`config.mk`:
```
export PLATFORM = sky130hd
export DESIGN_NAME = l2k_marb_flat
export DESIGN_NICKNAME = d
export VERILOG_FILES = /design/src/rtl/l2k_pkg.sv /design/src/rtl/l2k_marb_if.sv /design/src/rtl/l2k_rr_arb.sv /design/src/rtl/l2k_marb.sv /design/src/flat_wrapper.sv
export SDC_FILE = /design/constraint.sdc
export NUM_CORES = 1
export LEC_CHECK = 0
export ABC_AREA = 1
export CAP_MARGIN = 0
export CORE_AREA = 8 8 301 303
export DETAILED_ROUTE_END_ITERATION = 6
export DIE_AREA = 0 0 309 311
export GPL_ROUTABILITY_DRIVEN = 0
export GPL_TIMING_DRIVEN = 0
export PLACE_DENSITY_LB_ADDON = 0.25
export SYNTH_ARGS = -nofsm -noshare
export SYNTH_HDL_FRONTEND = slang
export SYNTH_SLANG_ARGS = --single-unit
```
`constraint.sdc`:
```
create_clock -name clk -period 5.95 [get_ports clk]
set_clock_uncertainty 0.2 [all_clocks]
set_input_delay 1.19 -clock clk [delete_from_list [all_inputs] [get_ports clk]]
set_output_delay 1.19 -clock clk [all_outputs]
set_load 0.1 [all_outputs]
```
`src/rtl/l2k_pkg.sv`:
```
// Shared types and lane-steering helpers for the l2k memory arbiter.
package l2k_pkg;

  typedef logic [1:0] mem_size_t;
  localparam mem_size_t SIZE_BYTE = 2'd0;
  localparam mem_size_t SIZE_HALF = 2'd1;
  localparam mem_size_t SIZE_WORD = 2'd2;

  typedef logic [1:0] marb_state_t;
  localparam marb_state_t IDLE  = 2'd0;
  localparam marb_state_t ISSUE = 2'd1;
  localparam marb_state_t DONE  = 2'd2;

  // Byte offset of the access, forced to the natural alignment of its size.
  function automatic logic [1:0] lane_off(input logic [1:0] addr_lo, input mem_size_t size);
    case (size)
      SIZE_BYTE: lane_off = addr_lo;
      SIZE_HALF: lane_off = {addr_lo[1], 1'b0};
      default:   lane_off = 2'b00;
    endcase
  endfunction

  // Byte enables for an access of the given size at the given offset.
  function automatic logic [3:0] be_gen(input logic [1:0] addr_lo, input mem_size_t size);
    case (size)
      SIZE_BYTE: be_gen = 4'b0001 << lane_off(addr_lo, size);
      SIZE_HALF: be_gen = 4'b0011 << lane_off(addr_lo, size);
      default:   be_gen = 4'hF;
    endcase
  endfunction

  // Replicate right-justified write data across every lane it could land in.
  function automatic logic [31:0] wdata_rep(input logic [31:0] value, input mem_size_t size);
    case (size)
      SIZE_BYTE: wdata_rep = {4{value[7:0]}};
      SIZE_HALF: wdata_rep = {2{value[15:0]}};
      default:   wdata_rep = value;
    endcase
  endfunction

  // Pick the addressed lane out of a RAM word and zero-extend it.
  function automatic logic [31:0] rdata_ext(input logic [31:0] data, input logic [1:0] addr_lo,
                                             input mem_size_t size);
    logic [31:0] shifted;
    shifted = data >> {lane_off(addr_lo, size), 3'b000};
    case (size)
      SIZE_BYTE: rdata_ext = {24'h0, shifted[7:0]};
      SIZE_HALF: rdata_ext = {16'h0, shifted[15:0]};
      default:   rdata_ext = data;
    endcase
  endfunction

endpackage

```
`src/rtl/l2k_marb_if.sv`:
```
// RAM port plus per-client request/response bundle for the memory arbiter.
interface l2k_marb_if #(
  parameter int unsigned NUM_CLIENTS = 4
);
  logic [31:0]               ram_addr;
  logic [31:0]               ram_data_in;
  logic [31:0]               ram_data_out;
  logic [3:0]                ram_be;
  logic                      ram_rdy;
  logic                      ram_we;
  logic                      ram_ce;
  logic [32*NUM_CLIENTS-1:0] client_read_addr;
  logic [2*NUM_CLIENTS-1:0]  client_read_size;
  logic [NUM_CLIENTS-1:0]    client_read_enable;
  logic [32*NUM_CLIENTS-1:0] client_read_value;
  logic [32*NUM_CLIENTS-1:0] client_read_addr_in;
  logic [NUM_CLIENTS-1:0]    client_read_rdy;
  logic [32*NUM_CLIENTS-1:0] client_write_addr;
  logic [32*NUM_CLIENTS-1:0] client_write_value;
  logic [2*NUM_CLIENTS-1:0]  client_write_size;
  logic [NUM_CLIENTS-1:0]    client_write_enable;
  logic [NUM_CLIENTS-1:0]    client_write_rdy;
  logic [NUM_CLIENTS-1:0]    client_err;

  modport master (
    output ram_addr, ram_data_out, ram_be, ram_we, ram_ce,
    input  ram_data_in, ram_rdy,
    input  client_read_addr, client_read_size, client_read_enable,
    output client_read_value, client_read_addr_in, client_read_rdy,
    input  client_write_addr, client_write_value, client_write_size, client_write_enable,
    output client_write_rdy, client_err
  );

  modport slave (
    input  ram_addr, ram_data_out, ram_be, ram_we, ram_ce,
    output ram_data_in, ram_rdy,
    output client_read_addr, client_read_size, client_read_enable,
    input  client_read_value, client_read_addr_in, client_read_rdy,
    output client_write_addr, client_write_value, client_write_size, client_write_enable,
    input  client_write_rdy, client_err
  );
endinterface

```
`src/rtl/l2k_rr_arb.sv`:
```
// Combinational round-robin picker: first pending requester at or above ptr, wrapping.
module l2k_rr_arb #(
  parameter int unsigned N     = 4,
  parameter int unsigned IDX_W = (N > 1) ? $clog2(N) : 1
) (
  input  logic [N-1:0]     pending,
  input  logic [IDX_W-1:0] ptr,
  output logic [N-1:0]     grant_oh_c,
  output logic [IDX_W-1:0] grant_idx_c,
  output logic             grant_valid_c
);

  logic [31:0] cand;

  // Walk the clients starting at ptr and take the first one asking.
  always_comb begin
    grant_oh_c    = '0;
    grant_idx_c   = '0;
    grant_valid_c = 1'b0;
    cand          = '0;
    for (int unsigned i = 0; i < N; i++) begin
      cand = (32'(ptr) + i) % N;
      if (!grant_valid_c && pending[IDX_W'(cand)]) begin
        grant_valid_c            = 1'b1;
        grant_idx_c              = IDX_W'(cand);
        grant_oh_c[IDX_W'(cand)] = 1'b1;
      end
    end
  end

endmodule

```
`src/rtl/l2k_marb.sv`:
```
// Multi-client RAM arbiter: round-robin between clients, writes before reads,
// sub-word lane steering and per-access timeout.
module l2k_marb
  import l2k_pkg::*;
#(
  parameter int unsigned NUM_CLIENTS    = 4,
  parameter int unsigned TIMEOUT_CYCLES = 255
) (
  input  logic        clk,
  input  logic        rst,
  l2k_marb_if.master  bus
);

  localparam int unsigned IDX_W = (NUM_CLIENTS > 1) ? $clog2(NUM_CLIENTS) : 1;
  localparam int unsigned CNT_W = 16;
  localparam logic [CNT_W-1:0] TMO_LAST = CNT_W'(TIMEOUT_CYCLES - 1);

  marb_state_t state, state_nxt;

  logic [IDX_W-1:0]       rr_ptr;
  logic [NUM_CLIENTS-1:0] pending;
  logic [NUM_CLIENTS-1:0] gnt_oh_c;
  logic [IDX_W-1:0]       gnt_idx_c;
  logic                   gnt_valid_c;
  logic                   gnt_wr_c;
  logic [31:0]            req_addr_c;
  mem_size_t              req_size_c;
  logic [31:0]            req_wdata_c;

  logic [IDX_W-1:0]       cur_idx;
  logic                   cur_wr;
  logic [31:0]            cur_addr;
  mem_size_t              cur_size;
  logic [CNT_W-1:0]       tmo_cnt;
  logic                   tmo_hit_c;
  logic                   access_end_c;

  logic [31:0]               ram_addr_q;
  logic [31:0]               ram_data_out_q;
  logic [3:0]                ram_be_q;
  logic                      ram_we_q;
  logic                      ram_ce_q;
  logic [32*NUM_CLIENTS-1:0] read_value_q;
  logic [32*NUM_CLIENTS-1:0] read_addr_in_q;
  logic [NUM_CLIENTS-1:0]    read_rdy_q;
  logic [NUM_CLIENTS-1:0]    write_rdy_q;
  logic [NUM_CLIENTS-1:0]    err_q;

  assign pending = bus.client_read_enable | bus.client_write_enable;

  l2k_rr_arb #(
    .N     (NUM_CLIENTS),
    .IDX_W (IDX_W)
  ) u_arb (
    .pending       (pending),
    .ptr           (rr_ptr),
    .grant_oh_c    (gnt_oh_c),
    .grant_idx_c   (gnt_idx_c),
    .grant_valid_c (gnt_valid_c)
  );

  assign gnt_wr_c     = |(gnt_oh_c & bus.client_write_enable);
  assign tmo_hit_c    = (tmo_cnt == TMO_LAST);
  assign access_end_c = bus.ram_rdy || tmo_hit_c;

  // Select the granted client's fields; a pending write wins over its read.
  always_comb begin
    req_addr_c  = gnt_wr_c ? bus.client_write_addr[32*gnt_idx_c +: 32]
                           : bus.client_read_addr[32*gnt_idx_c +: 32];
    req_size_c  = gnt_wr_c ? bus.client_write_size[2*gnt_idx_c +: 2]
                           : bus.client_read_size[2*gnt_idx_c +: 2];
    req_wdata_c = wdata_rep(bus.client_write_value[32*gnt_idx_c +: 32], req_size_c);
  end

  // State register.
  always_ff @(posedge clk) begin
    if (!rst) state <= IDLE;
    else      state <= state_nxt;
  end

  // Next-state logic.
  always_comb begin
    state_nxt = state;
    case (state)
      IDLE:    if (gnt_valid_c) state_nxt = ISSUE;
      ISSUE:   if (access_end_c) state_nxt = DONE;
      DONE:    state_nxt = IDLE;
      default: state_nxt = IDLE;
    endcase
  end

  // Grant latch, RAM drive, timeout count and client completion pulses.
  always_ff @(posedge clk) begin
    if (!rst) begin
      rr_ptr         <= '0;
      cur_idx        <= '0;
      cur_wr         <= 1'b0;
      cur_addr       <= '0;
      cur_size       <= SIZE_BYTE;
      tmo_cnt        <= '0;
      ram_addr_q     <= '0;
      ram_data_out_q <= '0;
      ram_be_q       <= '0;
      ram_we_q       <= 1'b0;
      ram_ce_q       <= 1'b0;
      read_value_q   <= '0;
      read_addr_in_q <= '0;
      read_rdy_q     <= '0;
      write_rdy_q    <= '0;
      err_q          <= '0;
    end else begin
      read_rdy_q  <= '0;
      write_rdy_q <= '0;
      err_q       <= '0;
      case (state)
        IDLE: begin
          if (gnt_valid_c) begin
            cur_idx        <= gnt_idx_c;
            cur_wr         <= gnt_wr_c;
            cur_addr       <= req_addr_c;
            cur_size       <= req_size_c;
            tmo_cnt        <= '0;
            rr_ptr         <= (gnt_idx_c == IDX_W'(NUM_CLIENTS - 1)) ? '0
                                                                      : gnt_idx_c + IDX_W'(1);
            ram_ce_q       <= 1'b1;
            ram_we_q       <= gnt_wr_c;
            ram_addr_q     <= {req_addr_c[31:2], 2'b00};
            ram_be_q       <= be_gen(req_addr_c[1:0], req_size_c);
            ram_data_out_q <= gnt_wr_c ? req_wdata_c : '0;
          end
        end
        ISSUE: begin
          if (access_end_c) begin
            ram_ce_q       <= 1'b0;
            err_q[cur_idx] <= !bus.ram_rdy;
            if (cur_wr) begin
              write_rdy_q[cur_idx] <= 1'b1;
            end else begin
              read_rdy_q[cur_idx]            <= 1'b1;
              read_addr_in_q[32*cur_idx +: 32] <= cur_addr;
              read_value_q[32*cur_idx +: 32] <= bus.ram_rdy
                  ? rdata_ext(bus.ram_data_in, cur_addr[1:0], cur_size)
                  : 32'hFFFF_FFFF;
            end
          end else begin
            tmo_cnt <= tmo_cnt + CNT_W'(1);
          end
        end
        default: ;
      endcase
    end
  end

  assign bus.ram_addr            = ram_addr_q;
  assign bus.ram_data_out        = ram_data_out_q;
  assign bus.ram_be              = ram_be_q;
  assign bus.ram_we              = ram_we_q;
  assign bus.ram_ce              = ram_ce_q;
  assign bus.client_read_value   = read_value_q;
  assign bus.client_read_addr_in = read_addr_in_q;
  assign bus.client_read_rdy     = read_rdy_q;
  assign bus.client_write_rdy    = write_rdy_q;
  assign bus.client_err          = err_q;

endmodule

```
`src/flat_wrapper.sv`:
```
// flat-port wrapper written by rule: the top's interface ports become plain ports
module l2k_marb_flat import l2k_pkg::*;
#(
  parameter int unsigned NUM_CLIENTS    = 4,
  parameter int unsigned TIMEOUT_CYCLES = 255
)
  (clk, rst, bus_ram_addr, bus_ram_data_out, bus_ram_be, bus_ram_we, bus_ram_ce, bus_ram_data_in, bus_ram_rdy, bus_client_read_addr, bus_client_read_size, bus_client_read_enable, bus_client_read_value, bus_client_read_addr_in, bus_client_read_rdy, bus_client_write_addr, bus_client_write_value, bus_client_write_size, bus_client_write_enable, bus_client_write_rdy, bus_client_err);
  l2k_marb_if #(.NUM_CLIENTS(NUM_CLIENTS)) bus_i ();
  input  logic clk;
  input  logic rst;
  output wire logic [$bits(bus_i.ram_addr)-1:0] bus_ram_addr;
  output wire logic [$bits(bus_i.ram_data_out)-1:0] bus_ram_data_out;
  output wire logic [$bits(bus_i.ram_be)-1:0] bus_ram_be;
  output wire logic [$bits(bus_i.ram_we)-1:0] bus_ram_we;
  output wire logic [$bits(bus_i.ram_ce)-1:0] bus_ram_ce;
  input wire logic [$bits(bus_i.ram_data_in)-1:0] bus_ram_data_in;
  input wire logic [$bits(bus_i.ram_rdy)-1:0] bus_ram_rdy;
  input wire logic [$bits(bus_i.client_read_addr)-1:0] bus_client_read_addr;
  input wire logic [$bits(bus_i.client_read_size)-1:0] bus_client_read_size;
  input wire logic [$bits(bus_i.client_read_enable)-1:0] bus_client_read_enable;
  output wire logic [$bits(bus_i.client_read_value)-1:0] bus_client_read_value;
  output wire logic [$bits(bus_i.client_read_addr_in)-1:0] bus_client_read_addr_in;
  output wire logic [$bits(bus_i.client_read_rdy)-1:0] bus_client_read_rdy;
  input wire logic [$bits(bus_i.client_write_addr)-1:0] bus_client_write_addr;
  input wire logic [$bits(bus_i.client_write_value)-1:0] bus_client_write_value;
  input wire logic [$bits(bus_i.client_write_size)-1:0] bus_client_write_size;
  input wire logic [$bits(bus_i.client_write_enable)-1:0] bus_client_write_enable;
  output wire logic [$bits(bus_i.client_write_rdy)-1:0] bus_client_write_rdy;
  output wire logic [$bits(bus_i.client_err)-1:0] bus_client_err;
  assign bus_ram_addr = bus_i.ram_addr;
  assign bus_ram_data_out = bus_i.ram_data_out;
  assign bus_ram_be = bus_i.ram_be;
  assign bus_ram_we = bus_i.ram_we;
  assign bus_ram_ce = bus_i.ram_ce;
  assign bus_i.ram_data_in = bus_ram_data_in;
  assign bus_i.ram_rdy = bus_ram_rdy;
  assign bus_i.client_read_addr = bus_client_read_addr;
  assign bus_i.client_read_size = bus_client_read_size;
  assign bus_i.client_read_enable = bus_client_read_enable;
  assign bus_client_read_value = bus_i.client_read_value;
  assign bus_client_read_addr_in = bus_i.client_read_addr_in;
  assign bus_client_read_rdy = bus_i.client_read_rdy;
  assign bus_i.client_write_addr = bus_client_write_addr;
  assign bus_i.client_write_value = bus_client_write_value;
  assign bus_i.client_write_size = bus_client_write_size;
  assign bus_i.client_write_enable = bus_client_write_enable;
  assign bus_client_write_rdy = bus_i.client_write_rdy;
  assign bus_client_err = bus_i.client_err;
  l2k_marb #(.NUM_CLIENTS(NUM_CLIENTS), .TIMEOUT_CYCLES(TIMEOUT_CYCLES)) u_core (.clk(clk), .rst(rst), .bus(bus_i));
endmodule
```
* Yosys cells after proc, flatten, opt, wreduce, memory -nomap -nowiden
Index checks and enable logic that the tools add are counted.
** Word-level totals
- Input port bits :: 443
- Memories kept :: 0
- Memory bits (read-only) :: 0
- Output and inout port bits :: 338
- Register bits :: 392
- RAM bits :: 0
- Logic and storage cells :: 153
- Bits in latches :: 0
** Cells by class
- Multiplexer cells :: 66
- Reductions and logical operators :: 26
- Shift-type cells :: 11
- $mul :: 0
- Divide/modulo/power cells :: 0
- Bitwise gates (word level) :: 10
- Equal/unequal tests :: 8
- Magnitude comparators :: 10
- $add $sub $neg :: 6
** Operators with widths (count)
- indexed part select 128 x 8 -> 32 bit :: 3
- bitwise mux 128 bit :: 2
- indexed part select 32 x 34 -> 128 bit :: 2
- 2-to-1 mux 32 bit :: 7
- one-hot mux 32 bit (2 select lines) :: 2
- variable shift 32 x 34 -> 128 bit (first input constant) :: 1
- 2-to-1 mux 2 bit :: 20
- negation 7 -> 34 bit :: 1
- 2-to-1 mux 16 bit :: 2
- one-hot mux 16 bit (2 select lines) :: 1
- right shift 32 x 5 -> 16 bit :: 1
- adder 16 x 1 -> 16 bit (second input constant) :: 1
- equality test 16 x 8 -> 1 bit (second input constant) :: 1
- 2-to-1 mux 4 bit :: 4
- OR 4 bit :: 4
- indexed part select 8 x 4 -> 2 bit :: 2
- < comparator 2 x 3 -> 1 bit (second input constant) :: 5
- 2-to-1 mux 1 bit :: 15
- AND reduction 3 bit :: 4
- demux 1 bit (select 2 bit) :: 5
- greater-or-equal comparator 2 x 1 -> 1 bit (second input constant) :: 5
- bitwise AND 4 bit :: 2
- binary-select mux 1 bit (select 2 bit) :: 4
- logical AND 1 bit :: 8
- other kinds (19) :: 35

* Logic depth before layout (Yosys ltp)
- Word-level depth :: 23
- Mapped depth :: 24

* Cells and area by module
From an unflattened synthesis, not the netlist that was laid out.
** Second synthesis, totals
- Cell total of the unflattened synthesis :: 2833
- Area, all modules :: 18836.8 µm²
** Modules (own cells, without submodules)
- l2k_marb :: times used 1, cells an instance 2759, sequential area each 7247.0 µm², area an instance 18406.4 µm²
- l2k_rr_arb :: times used 1, cells an instance 74, sequential area each 0.0 µm², area an instance 430.4 µm²

* Worst setup path before layout
Ideal clock, no wire load.
- Path kind :: input -> register
- Start :: input port bus_client_write_enable[2]
- End :: register u_core.ram_data_out_q[16] (netlist: u_core.bus.ram_data_out[16])
- Data required time :: 5.628 ns
- Arrival time :: 3.025 ns
- Cell stages on the path :: 20
- Setup slack :: 2.603 ns
- Setup time :: 0.122 ns
- Path buffers :: 2
- Cell sequence :: nor2_1 > nand2_1 > nand2_2 > nand2_1 > nand2_2 > nand2_4 > nor2_4 > nand2_1 > nand3_1 > nand2_1 > nand2_2 > nor2_4 > buf_6 > nand2_1 > nand3_2 > nand3_4 > nand2_4 > buf_4 > o31ai_1 > nand2_1
** On the way
- Cells in the longest elaborated chain, start to end :: 19
- Elaborated cells between the ends (all ways) :: 41
** RTL lines
- start, declared :: RTL line flat_wrapper.sv:27 : input wire logic [$bits(bus_i.client_write_enable)-1:0] bus_client_write_enable;
- branches (longest 19 deep; another with OR 4 bit)
- end signal, assigned :: RTL line l2k_marb.sv:129 : ram_data_out_q <= gnt_wr_c ? req_wdata_c : '0;
- end, declared :: RTL line l2k_marb.sv:39 : logic [31:0] ram_data_out_q;
Parallel ways; which one is timed is not known. The select of a mux whose other input is x is not followed.
A chain may end at the register's enable or synchronous reset.

* Worst setup path in the final report
- Start :: input port bus_client_write_enable[1]
- End :: register u_core.cur_addr[7]
** On the way
- Cells in the longest elaborated chain, start to end :: 16
- Elaborated cells between the ends (all ways) :: 36
** RTL lines
- branches (longest 16 deep; another with OR 4 bit)
- end signal, assigned :: RTL line l2k_marb.sv:120 : cur_addr <= req_addr_c;
- end, declared :: RTL line l2k_marb.sv:32 : logic [31:0] cur_addr;
Parallel ways; which one is timed is not known. The select of a mux whose other input is x is not followed.

==> results.py <==
metrics = {
    "clock_tree": {
        "h-tree-depth": 2,
        "root_buffer": "clkbuf_16",
        "cts_buffers": 44,
        "cts_tree": "built",
        "clkLatencyLatePin_ps": 580,
        "cts_resized": 0,
        "clockBufferDepth": 3,
        "cts_setup_buffers": 0,
        "clk_pin_slew_ps": 60,
        "ctsHoldBuffers": 0,
        "clock_sinks": 362,
    },
    "timing": {
        "hold_violations": 0,
        "slew_violations": 0,
        "worst_pin_slew_ps": 1340,
        "layout_min_cycle_time_ps": 4850,
        "tns_ps": 0,
        "setup_violations": 0,
        "fmax_mhz": 206,
        "whs_ps": 251,
        "rsz0062_at_grt": "no",
        "worst_slack_ps": 1100,
        "max-slew-margin-rel_pct": 10.2,
        "finalCritPeriodShare_pct": 81.4,
    },
    "hold_path": {
        "hold_start": "u_core.bus.ram_data_out[13]$_SDFFE_PN0P_",
        "hold_class": "flip-flop to flip-flop",
    },
    "power": {
        "sw_frac_of_total_pct": 54.8,
        "leakage_uw": 0.0110,
        "p_per_area_mw_per_mm2": 501,
        "switchingPower_uw": 8000,
        "power_uw": 14600,
        "p_clk_share_pct": 17.8,
        "p_seq_share_pct": 20.7,
        "combPwrFrac_pct": 61.5,
        "internal_power_uw": 6610,
        "vdd.ir_drop.worst_uv": 251,
    },
    "floorplan": {
        "core_region_area_sq_mm": 0.0859,
        "io_pins": 781,
        "die_area_sq_mm": 0.0961,
        "start_util_pct": 21.6,
        "die_h_microns": 311,
        "rows": 108,
        "chipWidth_microns": 309,
    },
    "detailed_routing": {
        "wirelength_microns": 117000,
        "vias": 22163,
        "vias_per_cell": 4.71,
        "drtIter0Drc": 1691,
        "drtPass1Iterations": 5,
        "wl_per_cell_microns": 24.8,
        "drcViolationCount": 0,
        "ant_nets": 0,
    },
    "synthesis": {
        "async_flop_share_pct": 0,
        "synth_common_cells": "761 x nand2_1, 362 x dfxtp_1, 275 x nor2_1",
        "syn_area_sq_mm": 0.0185,
        "synth-compound-area-share_pct": 18.9,
        "synth_mux_area_share_pct": 0.162,
        "netlist.area_leader.share_pct": 39.1,
        "synth-seq-area-share_pct": 39.1,
        "synth_edf_count": 0,
        "synthSimpleGateAreaFrac_pct": 30.7,
        "synth_most_common_cell": "nand2_1",
        "synth_top_family_by_area": "simple AND/OR/NAND/NOR gates",
        "synthTopCellsByArea": "dfxtp_1 39%, nand2_1 15%, a21oi_1 7.2%, nor2_1 5.6%, o21ai_0 3.3%",
        "ys_types": 55,
        "ys_warn_count": 0,
        "synth_seq_cells": 362,
        "synth_cells": 2692,
        "synthXorXnorAreaFrac_pct": 0.0473,
        "synth_ff_type": "dfxtp_1",
        "yosys.area_share.adder_pct": 1.28,
        "synth_area_leader_cell": "dfxtp_1",
        "syn_area_per_cell_sq_um": 6.88,
    },
    "layout": {
        "fillers": 9463,
        "fin_nets": 3978,
        "fin_area_sq_mm": 0.0291,
        "syn_to_final_growth_pct": 57.2,
        "drive_above_1_share_pct": 7.62,
    },
    "setup_path": {
        "r2r-start": "u_core.rr_ptr[0]$_SDFFE_PN0P_",
        "cp-start-kind": "primary input",
        "critPathRequiredTime_ps": 6260,
        "startpoint": "bus_client_write_enable[1]",
        "cp_data_arrival_time_ps": 5160,
        "end_kind": "flip-flop",
        "path_max_fanout": 10,
        "setup.worst_path.class": "primary input to flip-flop",
    },
    "flow_run": {
        "max_cap_violations": 0,
    },
    "global_route": {
        "track_usage_pct": 22.8,
        "grt_pass1_wl_microns": 161000,
        "antenna_found_initial": 7,
        "grt-ovfl-total": 0,
        "grt_max_degree": 13,
        "grt_pass1_vias": 21569,
    },
    "status": {
        "outcome": "completed",
    },
    "placed_design": {
        "hpwl_microns": 95400,
        "portBuffers": 777,
        "post-place-ws_ps": 576,
        "post_dp_cell_area_sq_mm": 0.0278,
    },
}
-- flip-flops by register name (all words and copies together), names as in the netlist --
name / flops
u_core.bus.client_read_addr_in: 128
u_core.bus.client_read_value: 128
u_core.bus.ram_data_out: 32
u_core.cur_addr: 31
u_core.tmo_cnt: 16
u_core.bus.client_err: 4
u_core.bus.client_read_rdy: 4
u_core.bus.client_write_rdy: 4
u_core.bus.ram_be: 4
u_core.cur_idx: 2
u_core.cur_size: 2
u_core.rr_ptr: 2
u_core.state: 2
u_core.bus.ram_addr: 1
u_core.bus.ram_ce: 1
u_core.cur_wr: 1
-- through the flow --
step / std cells / utilization (%)
6_report: 4703 / 33.9
5_1_grt: 4702 / 33.9
4_1_cts: 4700 / 33.9
3_5_place_dp: 4625 / 32.3
3_3_place_gp: 4625 / 32.3
2_1_floorplan: 2693 / -
-- power by group through the flow --
stage | clock [uW] | sequential [uW] | combinational, uW
after floorplan | 0 | 3850 | 4740
after global placement | 0 | 3070 | 8950
after detailed placement | 0 | 3070 | 8930
after CTS | 2680 | 3020 | 8960
after global routing | 2760 | 3040 | 9520
final | 2600 | 3020 | 8980
-- final timing paths --
path                                                            endpoint  slack, ps  depth (start not counted)
worst max register to register           u_core.cur_addr[7]$_SDFFE_PN0P_       1130                         18
worst min-delay path            u_core.bus.ram_data_out[13]$_SDFFE_PN0P_        250                          2
worst min register to register  u_core.bus.ram_data_out[13]$_SDFFE_PN0P_        250                          2
worst max-delay path                     u_core.cur_addr[7]$_SDFFE_PN0P_       1100                         18
-- routing by layer --
layer	global-route usage [%]	up-vias	part of all wire [%]
met1	26.4	10496	39
met4	7.86	4	3.7
met2	40.6	901	49
li1	-	10599	-
met5	0	-	0.023
met3	5.65	163	7.4
-- critical path, stage by stage --
cell and delay [ps]:
clkdlybuf4s50_1 440, nor2_1 190, nand2_1 90, nand2_1 100, nand2_1 90, nand2_4 140
inv_2 60, nand2_1 100, nand3_1 120, nand2_4 230, buf_4 280, clkbuf_1 670
o21ai_0 600, o22ai_1 510, nand2_1 90, o211ai_1 110, nand2_1 70, inv_1 70
-- layout by cell type, fill, tap and decap left out, types with 7 or more instances in the layout --
cell type,Yosys,final
nand2_4,7,7
a21oi_1,266,266
buf_4,40,40
clkbuf_16,0,44
o221ai_1,10,10
nand2_1,761,761
o21ai_1,25,25
clkdlybuf4s50_1,0,777
nor2_1,275,275
o21ai_0,124,124
o22ai_1,63,63
a32o_1,14,14
nand3_2,15,15
a22oi_1,68,68
nor3_1,7,7
ha_1,19,19
clkbuf_1,104,112
inv_1,146,146
buf_6,16,16
nand4_1,73,73
nand3_1,119,119
clkinv_2,1,9
o211ai_1,7,7
or2_2,25,25
dfxtp_1,362,362
buf_2,58,58
nand2_2,12,12
clkbuf_8,0,7
buf_1,9,9
-- area by class of cell --
cell class	count	area, sq um	share of cell area (%)
well taps	1155	1450	4.96
repair buffers	777	7780	26.7
clock inverters	16	134	0.460
flip-flops and latches	362	7250	24.9
diodes	3	7.51	0.0258
clock buffers	59	1230	4.21
inverters	156	587	2.01
plain buffers	231	1220	4.21
multi-input cells	1944	9470	32.5
-- logic make-up after synthesis --
kind of cell    after synthesis
buf+inv                     387
simple gates               1313
xor+xnor                      1
compound gates              606
other cells                   1
mux                           3
flops                       362
fa+ha+maj                    19
Note: power is estimated with default switching activity, not from simulation.
